[config.mk]
export PLATFORM = sky130hd
export DESIGN_NAME = mesh_switch_allocator_flat
export DESIGN_NICKNAME = d
export VERILOG_FILES = /design/src/rtl/mesh_switch_allocator_pkg.sv /design/src/rtl/mesh_switch_allocator_if.sv /design/src/rtl/mesh_rr_arbiter.sv /design/src/rtl/mesh_switch_allocator.sv /design/src/flat_wrapper.sv
export SDC_FILE = /design/constraint.sdc
export NUM_CORES = 1
export LEC_CHECK = 0
export BUFFER_PORTS_ARGS = -buffer_cell sky130_fd_sc_hd__buf_2
export CORE_ASPECT_RATIO = 1.2
export CORE_MARGIN = 5
export CORE_UTILIZATION = 60
export DETAILED_ROUTE_END_ITERATION = 8
export PLACE_DENSITY_LB_ADDON = 0.05
export REMOVE_ABC_BUFFERS = 1
export SLEW_MARGIN = 20
export SYNTH_ARGS = -nofsm -noshare
export SYNTH_HDL_FRONTEND = slang
export SYNTH_SLANG_ARGS = --single-unit
[constraint.sdc]
create_clock -name clk -period 7 [get_ports clk]
set_clock_uncertainty 0.1 [all_clocks]
set_input_delay 1.05 -clock clk [delete_from_list [all_inputs] [get_ports clk]]
set_output_delay 1.05 -clock clk [all_outputs]
set_load 0.03 [all_outputs]
[src/rtl/mesh_switch_allocator_pkg.sv]
// Shared constants and types for the mesh router switch allocator.
// Port order is c, n, e, s, w; index 0 (c) has top priority after reset.
package MESH_pkg;

  localparam int N_PORTS = 5;

  localparam int C = 0;
  localparam int N = 1;
  localparam int E = 2;
  localparam int S = 3;
  localparam int W = 4;

  typedef enum logic {
    IDLE   = 1'b0,
    LOCKED = 1'b1
  } alloc_state_e;

endpackage

[src/rtl/mesh_switch_allocator_if.sv]
// Request/grant bundle between the router input queues, the allocator and the crossbar.
// Row i of i_output_req belongs to input i; row o of o_output_grant belongs to output o.
interface mesh_switch_allocator_if #(
  parameter int N_PORTS = 5
);

  logic [0:N_PORTS-1][0:N_PORTS-1] i_output_req;
  logic [0:N_PORTS-1]              i_tail;
  logic [0:N_PORTS-1]              i_en;
  logic [0:N_PORTS-1][0:N_PORTS-1] o_output_grant;
  logic [0:N_PORTS-1]              o_input_grant;

  modport slave (
    input  i_output_req,
    input  i_tail,
    input  i_en,
    output o_output_grant,
    output o_input_grant
  );

  modport master (
    output i_output_req,
    output i_tail,
    output i_en,
    input  o_output_grant,
    input  o_input_grant
  );

endinterface

[src/rtl/mesh_rr_arbiter.sv]
// Round-robin arbiter for one output: picks the first requester at or after the pointer.
// The pointer moves to (upd_idx + 1) mod N_PORTS whenever upd is pulsed.
module mesh_rr_arbiter #(
  parameter  int N_PORTS = 5,
  localparam int PW      = (N_PORTS > 1) ? $clog2(N_PORTS) : 1
) (
  input  logic               clk,
  input  logic               reset,
  input  logic [0:N_PORTS-1] req,
  input  logic               en,
  input  logic               upd,
  input  logic [PW-1:0]      upd_idx,
  output logic [0:N_PORTS-1] gnt
);

  logic [PW-1:0] ptr_q;
  logic          found;
  int            j;

  always_ff @(posedge clk) begin
    if (reset) begin
      ptr_q <= '0;
    end else if (upd) begin
      ptr_q <= (upd_idx == PW'(N_PORTS - 1)) ? '0 : upd_idx + 1'b1;
    end
  end

  always_comb begin
    gnt   = '0;
    found = 1'b0;
    j     = 0;
    if (en) begin
      for (int k = 0; k < N_PORTS; k++) begin
        j = int'(ptr_q) + k;
        if (j >= N_PORTS) j = j - N_PORTS;
        if (!found && req[j]) begin
          gnt[j] = 1'b1;
          found  = 1'b1;
        end
      end
    end
  end

endmodule

[src/rtl/mesh_switch_allocator.sv]
// Separable switch allocator: one round-robin arbiter per output, grants in the request cycle.
// Define SWITCH_ALLOC_LOCK_EN to hold an output for a whole wormhole packet (head to tail).
//
// state  | meaning
// IDLE   | output free; round-robin arbitration among requesting inputs
// LOCKED | output owned by owner_q until its tail flit is transferred
module mesh_switch_allocator
#(
  parameter int N_PORTS = MESH_pkg::N_PORTS
) (
  input logic                   clk,
  input logic                   reset,
  mesh_switch_allocator_if.slave sw
);

  import MESH_pkg::*;

  localparam int PW = (N_PORTS > 1) ? $clog2(N_PORTS) : 1;

  logic [0:N_PORTS-1][0:N_PORTS-1] og;
  logic [0:N_PORTS-1]              ig;

`ifndef SWITCH_ALLOC_LOCK_EN
  // Per-flit arbitration never looks at packet boundaries.
  logic unused_tail;
  assign unused_tail = ^sw.i_tail;
`endif

  for (genvar o = 0; o < N_PORTS; o++) begin : g_out
    logic [0:N_PORTS-1] req_col;
    logic [0:N_PORTS-1] arb_gnt;
    logic [0:N_PORTS-1] gnt;
    logic               arb_en;
    logic               upd;
    logic               xfer;
    logic [PW-1:0]      win_idx;

    always_comb begin
      req_col = '0;
      for (int i = 0; i < N_PORTS; i++) req_col[i] = sw.i_output_req[i][o];
    end

    always_comb begin
      win_idx = '0;
      for (int i = 0; i < N_PORTS; i++) begin
        if (gnt[i]) win_idx = PW'(i);
      end
    end

    assign xfer = |gnt;

    mesh_rr_arbiter #(.N_PORTS(N_PORTS)) u_arb (
      .clk     (clk),
      .reset   (reset),
      .req     (req_col),
      .en      (arb_en),
      .upd     (upd),
      .upd_idx (win_idx),
      .gnt     (arb_gnt)
    );

`ifdef SWITCH_ALLOC_LOCK_EN
    alloc_state_e  state_q, state_d;
    logic [PW-1:0] owner_q, owner_d;
    logic          win_tail;

    assign win_tail = |(gnt & sw.i_tail);
    assign arb_en   = sw.i_en[o] && (state_q == IDLE);

    always_ff @(posedge clk) begin
      if (reset) begin
        state_q <= IDLE;
        owner_q <= '0;
      end else begin
        state_q <= state_d;
        owner_q <= owner_d;
      end
    end

    // A locked output ignores everyone but the owner; an owner bubble simply yields no grant.
    always_comb begin
      gnt = '0;
      if (state_q == IDLE) begin
        gnt = arb_gnt;
      end else if (sw.i_en[o] && req_col[owner_q]) begin
        gnt[owner_q] = 1'b1;
      end
    end

    always_comb begin
      state_d = state_q;
      owner_d = owner_q;
      upd     = 1'b0;
      if (xfer) begin
        if (win_tail) begin
          state_d = IDLE;
          upd     = 1'b1;
        end else if (state_q == IDLE) begin
          state_d = LOCKED;
          owner_d = win_idx;
        end
      end
    end
`else
    assign arb_en = sw.i_en[o];
    assign gnt    = arb_gnt;
    assign upd    = xfer;
`endif

    assign og[o] = reset ? '0 : gnt;
  end

  always_comb begin
    ig = '0;
    for (int o = 0; o < N_PORTS; o++) begin
      for (int i = 0; i < N_PORTS; i++) ig[i] = ig[i] | og[o][i];
    end
  end

  assign sw.o_output_grant = og;
  assign sw.o_input_grant  = ig;

endmodule

[src/flat_wrapper.sv]
// flat-port wrapper written by rule: the top's interface ports become plain ports
module mesh_switch_allocator_flat import MESH_pkg::*;
#(
  parameter int N_PORTS = MESH_pkg::N_PORTS
)
  (clk, reset, sw_i_output_req, sw_i_tail, sw_i_en, sw_o_output_grant, sw_o_input_grant);
  mesh_switch_allocator_if #(.N_PORTS(N_PORTS)) sw_i ();
  input logic clk;
  input logic reset;
  input wire logic [$bits(sw_i.i_output_req)-1:0] sw_i_output_req;
  input wire logic [$bits(sw_i.i_tail)-1:0] sw_i_tail;
  input wire logic [$bits(sw_i.i_en)-1:0] sw_i_en;
  output wire logic [$bits(sw_i.o_output_grant)-1:0] sw_o_output_grant;
  output wire logic [$bits(sw_i.o_input_grant)-1:0] sw_o_input_grant;
  assign sw_i.i_output_req = sw_i_output_req;
  assign sw_i.i_tail = sw_i_tail;
  assign sw_i.i_en = sw_i_en;
  assign sw_o_output_grant = sw_i.o_output_grant;
  assign sw_o_input_grant = sw_i.o_input_grant;
  mesh_switch_allocator #(.N_PORTS(N_PORTS)) u_core (.clk(clk), .reset(reset), .sw(sw_i));
endmodule
; ---- After elaboration in Yosys (flattened, before gate mapping)
; Cells that the tools add are included.
; W data, S select, Z words.
[totals]
wordCells = 565
in_bits = 37
output_inout_bits = 30
regBits = 15
[classes]
bitwise = 65
n_eq_ne = 5
reduce_logical = 70
order_cmp = 75
addsub = 50
n_mux = 295
[op_table]
columns = cell, n
row1 = $mux W32, 50
row2 = $ge A32 B4 Y1 const B, 25
row3 = $lt A32 B1 Y1 const B, 25
row4 = $not A32 Y32, 25
row5 = $mux W5, 55
row6 = $mux W1, 120
row7 = $or A5 B5 Y5, 20
row8 = $sub A4 B3 Y5 const B, 20
row9 = $ge A4 B3 Y1 const B, 20
row10 = $bmux W1 S3, 25
row11 = $demux W1 S3, 25
row12 = $logic_and A1 B1 Y1, 45
row13 = $mux W3, 14
row14 = $add A3 B2 Y4 const B, 10
row15 = $reduce_or A5 Y1, 5
row16 = $add A3 B1 Y4 const B, 5
row17 = $add A3 B3 Y4 const B, 5
row18 = $logic_not A1 Y1, 20
row19 = $or A1 B1 Y1, 20
row20 = $sub A3 B3 Y4 const B, 5
row21 = $add A3 B1 Y3 const B, 5
row22 = $eq A3 B3 Y1 const B, 5
row23 = $ge A3 B3 Y1 const B, 5
row24 = $mux W2, 6

; ---- Logic depth before layout (Yosys ltp)
; Gate-level depths: netlist of run 1.
[depth]
ltp_word = 31
ltp_mapped = 18
depth_no_buf = 17

; ---- Hierarchy
; Synthesis of run 1 repeated with hierarchy kept, for this count alone.
[unflattened]
hier_cells = 1349
hier_area_um2 = 8879.8
[modules_own_cells]
columns = module, n_inst, cells_per_inst, seq_area_each_um2, area_per_inst_um2
row1 = mesh_rr_arbiter at u_core.g_out[1].u_arb ..., 3, 255, 60.1, 1670.4
row2 = mesh_rr_arbiter at u_core.g_out[0].u_arb, 1, 258, 60.1, 1771.7
row3 = mesh_rr_arbiter at u_core.g_out[4].u_arb, 1, 249, 60.1, 1709.1
row4 = mesh_switch_allocator, 1, 77, 0.0, 387.9

; ---- Least setup slack after synthesis of run 1
; Ideal clock, no wire load.
[synth_path]
kind = reg2out
startpoint = reg u_core.g_out[3].u_arb.ptr_q[2]
endpoint = out sw_o_input_grant[0]
path_slack_ps = 1545
t_required_ps = 5850
arrival_ps = 4305
stages_incl_launch_ff = 16
n_path_buf = 3
path_cell_list = dfxtp_1 > buf_2 > buf_1 > inv_1 > ha_1 > clkbuf_1 > a2111oi_1 > a2bb2oi_1 > mux2i_1 > or2_0 > nand2_1 > nor4_1 > and3_1 > a21o_1 > nor2b_1 > nand2b_1
[synth_between]
elab_chain_len = 28
word_cells_on_any_way = 102
cone_classes = add/sub: 9 / order compare: 15 / mux: 54 / bitwise: 11 / reduce/logical: 13
[synth_rtl]
columns = item, line
row1 = from (decl), mesh_rr_arbiter.sv:16  ; logic [PW-1:0] ptr_q;
row2 = from (signal assigned), mesh_rr_arbiter.sv:24  ; ptr_q <= (upd_idx == PW'(N_PORTS - 1)) ? '0 : upd_idx + 1'b1;
row3 = branches (longest 23 deep; another with $ge A32 B4 Y1), --
row4 = $mux W5 (*), mesh_rr_arbiter.sv:36  ; if (!found && req[j]) begin
row5 = $mux W5 (*), mesh_rr_arbiter.sv:32  ; if (en) begin
row6 = $mux W5 (*), mesh_switch_allocator.sv:110  ; assign og[o] = reset ? '0 : gnt;
row7 = named net sw_o_output_grant[5], flat_wrapper.sv:13  ; output wire logic [$bits(sw_i.o_output_grant)-1:0] sw_o_output_grant;
row8 = $or A1 B1 Y1 (*) (2 in series), mesh_switch_allocator.sv:116  ; for (int i = 0; i < N_PORTS; i++) ig[i] = ig[i] | og[o][i];
row9 = to (decl), flat_wrapper.sv:14  ; output wire logic [$bits(sw_i.o_input_grant)-1:0] sw_o_input_grant;
; Mark *: on every way through the listed nets, which the timed path passes. The select of a mux whose other input is x is not followed.

; ---- Final worst setup path of run 1
[layout_path]
startpoint = reg u_core.g_out[0].u_arb.ptr_q[2]
endpoint = out sw_o_input_grant[4]
[layout_between]
elab_chain_len = 30
word_cells_on_any_way = 104
cone_classes = add/sub: 9 / order compare: 15 / mux: 54 / bitwise: 13 / reduce/logical: 13
[layout_rtl]
columns = item, line
row1 = from (decl), mesh_rr_arbiter.sv:16
row2 = from (signal assigned), mesh_rr_arbiter.sv:24
row3 = branches (longest 23 deep; another with $ge A32 B4 Y1), --
row4 = $mux W5 (*), mesh_rr_arbiter.sv:36
row5 = $mux W5 (*), mesh_rr_arbiter.sv:32
row6 = $mux W5 (*), mesh_switch_allocator.sv:110
row7 = $or A1 B1 Y1 (*) (4 in series), mesh_switch_allocator.sv:116
; Mark *: on every way between the ends. The select of a mux whose other input is x is not followed.

==> Flow_metrics.wiki, run 1 <==
{| class="wikitable"
! Metric !! Value
|-
| Run status || completed
|-
| Initial DRC count || approximately 1,100
|-
| Total cell area at the placement stage || approximately 9200 um^2
|-
| WL final || between 20 and 30 mm
|-
| Min-Delay Endpoint || u_core.g_out[3].u_arb.ptr_q[1]$_SDFFE_PP0P_
|-
| Worst-case clock buffer depth || 2
|-
| Number of buffers added for setup after CTS || 0
|-
| FF-to-FF End || u_core.g_out[2].u_arb.ptr_q[1]$_SDFFE_PP0P_
|-
| Number of max-slew violations in the final report || 0
|-
| Unrepaired setup endpoints after global routing || false
|-
| Period Utilization, post-route || between 80 and 90%
|-
| Number of antenna violations at the first check in global routing || 0
|-
| Proportion of layout cells with a drive suffix above 1 || between 10% and 20%
|-
| Number of cell rows || 48
|-
| Worst reg2reg setup slack || around 2200 ps
|-
| Post-CTS clock slew at the launch and capture registers of the worst setup and hold paths || about 50 ps
|-
| Die footprint || ~17,000 um^2
|-
| Num ports || 67
|-
| Cell type with the largest total area after synthesis || ha_1
|-
| Clk sinks || 15
|-
| Critical-path maximum fanout || 23
|-
| Average size of a mapped cell || about 6.7 um^2
|-
| Hold/Removal Path Class || flip-flop to flip-flop
|-
| Summed instance area of the synthesized netlist || around 8800 um^2
|-
| Type of origin of the critical path || flip-flop
|-
| Flip-flop count of the largest register after layout || 15
|-
| Post-route cell area || approximately 9300 um^2
|-
| Number of global-route vias before repair || 9,367
|-
| Number of cells traversed by the worst hold path || 2
|-
| Hold Startpoint || u_core.g_out[3].u_arb.ptr_q[1]$_SDFFE_PP0P_
|-
| # hold bufs at CTS || 0
|-
| Core area || around 14,000 um^2
|-
| Fill cells || 1,459
|-
| Post-synth ARST share || 0%
|-
| Synth cell types || between 100 and 150
|-
| FF-to-FF Start || u_core.g_out[2].u_arb.ptr_q[0]$_SDFFE_PP0P_
|-
| Clock Root Buffer || clkbuf_16
|-
| Worst supply voltage drop on vdd || around 0.41 mV
|-
| Clock buffers created by TritonCTS || 3
|-
| Top Registers || u_core.g_out.u_arb.ptr_q (15)
|-
| Synth Flop Type || dfxtp_1
|-
| Max-capacitance violation count || 0
|-
| Drt drc || 0
|-
| Setup TNS || 0 ps
|-
| Data arrival time of the critical path || 5030 ps
|-
| Instance count of the mapped netlist || approximately 1,300
|-
| Sequential share of the synthesized area || about 3.4%
|-
| Global-route wire length before repair || 45.8 mm
|-
| Average via count per standard cell || 7.01
|-
| TritonCTS clock tree || yes
|-
| Multi-input gate area || roughly 8000 um^2
|-
| Transition at the pin with the smallest max-transition slack || between 900 and 1000 ps
|-
| Global placer's final weighted congestion || a little under 1
|-
| Area fraction of the dominant cell type after synthesis || around a tenth
|-
| Overflow after GRT || 0
|-
| Footprint of the flip-flops and latches || 300 um^2
|-
| Horizontal die dimension || approximately 120 um
|-
| Via count of the routed design || between 10,000 and 15,000
|-
| Total iterations of the first detailed-routing run || 5
|-
| Average detailed-routed wire length per instance || around 19 um
|-
| Warning count from the yosys run || 0
|-
| Count of endpoints failing hold in the final timing report || 0
|-
| Nets || approximately 1,400
|-
| Die height || between 100 and 150 um
|-
| Input/output buffers || a little over 60
|-
| Synthesis-to-finish area growth || 4.71%
|-
| Most instantiated cells after synthesis || nand2_1 (131), nor2_1 (109), o21ai_0 (102)
|-
| FF+latch count, synth || 15
|-
| Static leakage power || 0.00376 uW
|-
| Minimum clock period || about 6200 ps
|-
| HPWL after detailed placement || around 21 mm
|-
| Count of antenna diodes in the layout || 0
|-
| Register containing the most flip-flops in the final layout || u_core.g_out.u_arb.ptr_q
|-
| Setup violations, final || 0
|-
| Effective utilization at floorplan || between 60% and 70%
|-
| Critical path capture point type || output pin
|-
| Most frequently used cell type in the post-synthesis netlist || nand2_1
|-
| Largest net degree at the start of global routing || between 40 and 50
|-
| Kind of critical path || flip-flop to output pin
|-
| Slew headroom || between 30 and 40%
|-
| Worst-case reg-to-reg path depth || 16
|-
| Power density of the placed cells || around 410 nW/um^2
|-
| ANT nets after route || 0
|-
| Total of cells resized after clock tree synthesis || 0
|-
| Worst endpoint required time || between 5000 and 6000 ps
|-
| Insertion delay of the later-clocked pin in the worst-skew pair || between 200 and 250 ps
|-
| Maximum achievable frequency || roughly 0.16 GHz
|-
| H-tree levels || 1
|-
| Total routing resource utilization after global routing || around 31%
|-
| Biggest area contributors in the synthesized netlist || ha_1 (9.8%), o21ai_0 (5.8%), nand2_1 (5.6%)
|-
| Number of enable-type register cells in the synthesized netlist || 0
|-
| Core occupancy in the finished layout || about 64%
|}
layout make-up:
class / count / area share (%)
multi-input combinational: 1167 / 86.3
timing repair buffer: 79 / 4.76
sequential: 15 / 3.24
inverter: 60 / 2.43
tap: 175 / 2.37
clock buffer: 3 / 0.811
clock inverter: 1 / 0.0541
cell usage in the layout (no fill, tap or decap), drive strengths merged, types with 15 or more instances in the layout:
| master | instances |
|---|---|
| o21a | 15 |
| o31ai | 17 |
| nor3 | 35 |
| o211ai | 21 |
| nand2 | 131 |
| nand3 | 35 |
| o21ai | 113 |
| o22ai | 19 |
| a2111oi | 16 |
| a21oi | 82 |
| nor4 | 25 |
| a211oi | 21 |
| and3 | 20 |
| nand2b | 36 |
| buf | 79 |
| xnor2 | 16 |
| or3 | 16 |
| a31oi | 17 |
| mux2i | 38 |
| ha | 69 |
| nor2 | 110 |
| nand4 | 20 |
| inv | 58 |
| nor2b | 39 |
| dfxtp | 15 |
worst max path at each step:
stage | to | slack, ps | cells past startpoint | start
finish | sw_o_input_grant[4] | 820 | 12 | u_core.g_out[0].u_arb.ptr_q[2]$_SDFFE_PP0P_
global route | sw_o_input_grant[4] | 390 | 12 | u_core.g_out[0].u_arb.ptr_q[2]$_SDFFE_PP0P_
CTS | sw_o_input_grant[4] | 890 | 12 | u_core.g_out[0].u_arb.ptr_q[2]$_SDFFE_PP0P_
detailed placement | sw_o_input_grant[4] | 1170 | 12 | u_core.g_out[0].u_arb.ptr_q[2]$_SDFFE_PP0P_
global placement | sw_o_input_grant[4] | 1240 | 12 | u_core.g_out[0].u_arb.ptr_q[2]$_SDFFE_PP0P_
floorplan | sw_o_input_grant[3] | 790 | 13 | u_core.g_out[2].u_arb.ptr_q[0]$_SDFFE_PP0P_
kinds of logic after synthesis:
group	synth area share (%)
buffers and inverters	6.20
AO/OA/AOI/OAI	39.9
multiplexers	5.83
AND/OR/NAND/NOR	31.6
adder cells (fa/ha/maj)	10.9
flip-flops	3.40
XOR/XNOR	2.18
per-layer routing:
layer  up-vias  wire length [um]  GRT usage (%)
li1       5065                 -              -
met1      4915             11500           39.8
met2       464             13700           55.6
met3        76              2050           2.50
met4         0              1010           10.4
met5         -                 0              0
worst max-delay path, stage by stage, from the launching register on:
cell and delay, ps:
dfxtp_1 810, ha_1 880, inv_1 280, a2111oi_0 710
nand2_1 140, o21ai_1 180, nor4b_1 90, o311ai_0 430
o211ai_1 190, nor2b_1 190, nor2_1 240, or4b_1 450
buf_2 190
metrics by stage:
stage          hold slack (ps)  instances  worst slack [ps]  power [uW]
2_1_floorplan              468       1242               792        2800
4_1_cts                    571       1500               887        3720
5_1_grt                    620       1500               389        4150
3_5_place_dp               559       1496              1170        3600
3_3_place_gp               562       1496              1240        3560
6_report                   565       1500               825        3800
power breakdown:
part           internal [uW]  switching, uW
Combinational           1300           2250
Clock                   76.2           35.1
Sequential               109           33.6
Note: power is estimated with default switching activity, not from simulation.
==> run 2, diff against run 1 <==
--- a/config.mk
+++ b/config.mk
@@ -9,6 +9,7 @@
 export CORE_ASPECT_RATIO = 1.2
 export CORE_MARGIN = 5
 export CORE_UTILIZATION = 60
+export CTS_BUF_LIST = sky130_fd_sc_hd__clkbuf_8
 export DETAILED_ROUTE_END_ITERATION = 8
 export PLACE_DENSITY_LB_ADDON = 0.05
 export REMOVE_ABC_BUFFERS = 1
==> run 2 against run 1 <==
Compared with the run above:
- die area unchanged
- wire length down 0.52%
- critical endpoint unchanged
- largest power group unchanged
- total power down 1.3%
- non-clock buffer count unchanged
==> Flow_metrics.wiki, run 2 (synthesized netlist as in run 1, its figures left out) <==
{| class="wikitable"
! Metric !! Value
|-
| Run status || completed
|-
| Worst-case reg-to-reg path depth || 16 (unchanged)
|-
| Flip-flop count of the largest register after layout || 15 (unchanged)
|-
| Largest net degree at the start of global routing || 47 (unchanged)
|-
| Hold/Removal Path Class || flip-flop to flip-flop
|-
| Most used cells in the layout excluding fill and tap cells || nand2_1 (131), nor2_1 (109), o21ai_0 (102), a21oi_1 (79), ha_1 (69)
|-
| HPWL after detailed placement || 21.3 mm (unchanged)
|-
| Most common library cell in the layout ignoring fill and taps || nand2_1
|-
| Count of antenna diodes in the layout || 0 (unchanged)
|-
| Input/output buffers || 61 (unchanged)
|-
| Total iterations of the first detailed-routing run || 5 (unchanged)
|-
| Power density of the placed cells || 407 nW/um^2 (-0.90%)
|-
| GRT Max-Usage Layer || met2
|-
| Synthesis-to-finish area growth || 4.33%
|-
| Met1 GRT Util || 39.7% (about the same)
|-
| Insertion delay of the later-clocked pin in the worst-skew pair || 250 ps (about the same)
|-
| H-tree levels || 1 (unchanged)
|-
| Drt drc || 0 (unchanged)
|-
| Number of global-route vias before repair || 9,373 (+0.064%)
|-
| Logic pwr share || 94.3% (+1.0 points)
|-
| Multi-input gate area || 7990 um^2 (unchanged)
|-
| Initial DRC count || 1,158 (+2.3%)
|-
| Average detailed-routed wire length per instance || 18.8 um (-0.52%)
|-
| Total of cells resized after clock tree synthesis || 0 (unchanged)
|-
| WL final || 28.2 mm (-0.52%)
|-
| Top Registers || u_core.g_out.u_arb.ptr_q (15)
|-
| Number of max-slew violations in the final report || 0 (unchanged)
|-
| Global-route wire length before repair || 45.8 mm (unchanged)
|-
| Setup TNS || 0 ps (unchanged)
|-
| Internal Pwr Total || 1440 uW (-2.5%)
|-
| Number of cells traversed by the worst hold path || 2 (unchanged)
|-
| Number of buffers added for setup after CTS || 0 (unchanged)
|-
| Type of origin of the critical path || flip-flop
|-
| Effective utilization at floorplan || 61.3% (unchanged)
|-
| Critical path capture point type || output pin
|-
| Fraction of met2 tracks used by global routing || 55.5% (-0.12 points)
|-
| Clock buffers created by TritonCTS || 3 (unchanged)
|-
| Footprint of the flip-flops and latches || 300 um^2 (unchanged)
|-
| Number of cell rows || 48 (unchanged)
|-
| Switching part of the total power || 61.5% (+0.50 points)
|-
| Fill cells || 1,465 (+0.41%)
|-
| Die height || 143 um (unchanged)
|-
| Post-route cell area || 9220 um^2 (-0.36%)
|-
| Total cell area at the placement stage || 9180 um^2 (unchanged)
|-
| Data arrival time of the critical path || 5000 ps (-30 ps)
|-
| Via count of the routed design || 10,430 (-0.86%)
|-
| Clock Root Buffer || clkbuf_8
|-
| Worst endpoint required time || 5850 ps (about the same)
|-
| Worst supply voltage drop on vdd || 0.416 mV (+0.50%)
|-
| Clk sinks || 15 (unchanged)
|-
| Maximum achievable frequency || 0.163 GHz (+0.45%)
|-
| Register containing the most flip-flops in the final layout || u_core.g_out.u_arb.ptr_q
|-
| Unrepaired setup endpoints after global routing || false
|-
| Slew headroom || 39.7% (+1.1 points)
|-
| Total routing resource utilization after global routing || 31.3% (+0.033 points)
|-
| Die footprint || 17,300 um^2 (unchanged)
|-
| Global-route met3 utilization || 2.50% (unchanged)
|-
| Number of antenna violations at the first check in global routing || 0 (unchanged)
|-
| Transition at the pin with the smallest max-transition slack || 892 ps (-15.8 ps)
|-
| Kind of critical path || flip-flop to output pin
|-
| Clock Power Share || 1.9% (-1.0 points)
|-
| Horizontal die dimension || 121 um (unchanged)
|-
| Overflow after GRT || 0 (unchanged)
|-
| Period Utilization, post-route || 87.8% (-0.39 points)
|-
| Setup violations, final || 0 (unchanged)
|-
| Global placer's final weighted congestion || 0.972 (unchanged)
|-
| Average via count per standard cell || 6.95 (-0.86%)
|-
| Fraction of power consumed by sequential logic || 3.8% (about the same)
|-
| Critical-path maximum fanout || 23 (unchanged)
|-
| Num ports || 67 (unchanged)
|-
| Post-CTS clock slew at the launch and capture registers of the worst setup and hold paths || 70 ps (+20 ps)
|-
| Minimum clock period || 6150 ps (-27.4 ps)
|-
| Count of endpoints failing hold in the final timing report || 0 (unchanged)
|-
| TritonCTS clock tree || yes
|-
| # hold bufs at CTS || 0 (unchanged)
|-
| Max-capacitance violation count || 0 (unchanged)
|-
| Nets || 1,437 (unchanged)
|-
| Switching power of the nets || 2310 uW (-0.46%)
|-
| Proportion of layout cells with a drive suffix above 1 || 10.9% (unchanged)
|-
| Static leakage power || 0.00375 uW (-0.41%)
|-
| ANT nets after route || 0 (unchanged)
|-
| Core area || 14,400 um^2 (unchanged)
|-
| Worst-case clock buffer depth || 2 (unchanged)
|}
-- run 2: cell counts in the layout (fill, tap and decap cells not counted) --
No cell type changed its count.
-- run 2: area by class of cell --
type	instances	area share, %
clock buffer	3	0.448
clock inverter	1	0.0543
inverter	60	2.44
multi-input combinational	1167	86.7
sequential	15	3.26
tap	175	2.37
timing repair buffer	79	4.78
-- run 2: path summary, 6_finish.rpt --
check / slack (ps) / from / to
max: 850 / u_core.g_out[0].u_arb.ptr_q[2]$_SDFFE_PP0P_ / sw_o_input_grant[4]
min: 570 / u_core.g_out[3].u_arb.ptr_q[1]$_SDFFE_PP0P_ / u_core.g_out[3].u_arb.ptr_q[1]$_SDFFE_PP0P_
max reg2reg: 2150 / u_core.g_out[2].u_arb.ptr_q[0]$_SDFFE_PP0P_ / u_core.g_out[2].u_arb.ptr_q[1]$_SDFFE_PP0P_
min reg2reg: 570 / u_core.g_out[3].u_arb.ptr_q[1]$_SDFFE_PP0P_ / u_core.g_out[3].u_arb.ptr_q[1]$_SDFFE_PP0P_
-- run 2: power groups by stage --
stage | logic (uW) | clock network [uW] | registers, uW
floorplan | 2580 | 0 | 216
global placement | 3420 | 0 | 142
detailed placement | 3450 | 0 | 143
CTS | 3470 | 72.5 | 141
global route | 3890 | 76.8 | 146
finish | 3540 | 71.9 | 142
-- run 2: routing by layer --
metal,routed length (um),share of wire [%],up-vias
met5,0,0,-
met4,1130,4.0,0
met3,1830,6.5,85
met2,13700,48,441
met1,11600,41,4849
li1,-,-,5055
-- run 2: critical path, stage by stage (launching register included) --
cell and delay (ps):
dfxtp_1 800, ha_1 880, inv_1 260, a2111oi_0 680, nand2_1 140, o21ai_1 180
nor4b_1 90, o311ai_0 430, o211ai_1 190, nor2b_1 200, nor2_1 240, or4b_1 450
buf_2 190
-- run 2: stage by stage --
step	std cells	power (uW)	setup slack, ps	utilization [%]	hold WS, ps
4_1_cts	1500	3680	875	64.0	573
6_report	1500	3750	852	64.0	566
2_1_floorplan	1242	2800	792	-	468
5_1_grt	1500	4110	376	64.0	622
3_3_place_gp	1496	3560	1240	63.7	562
3_5_place_dp	1496	3600	1170	63.7	559
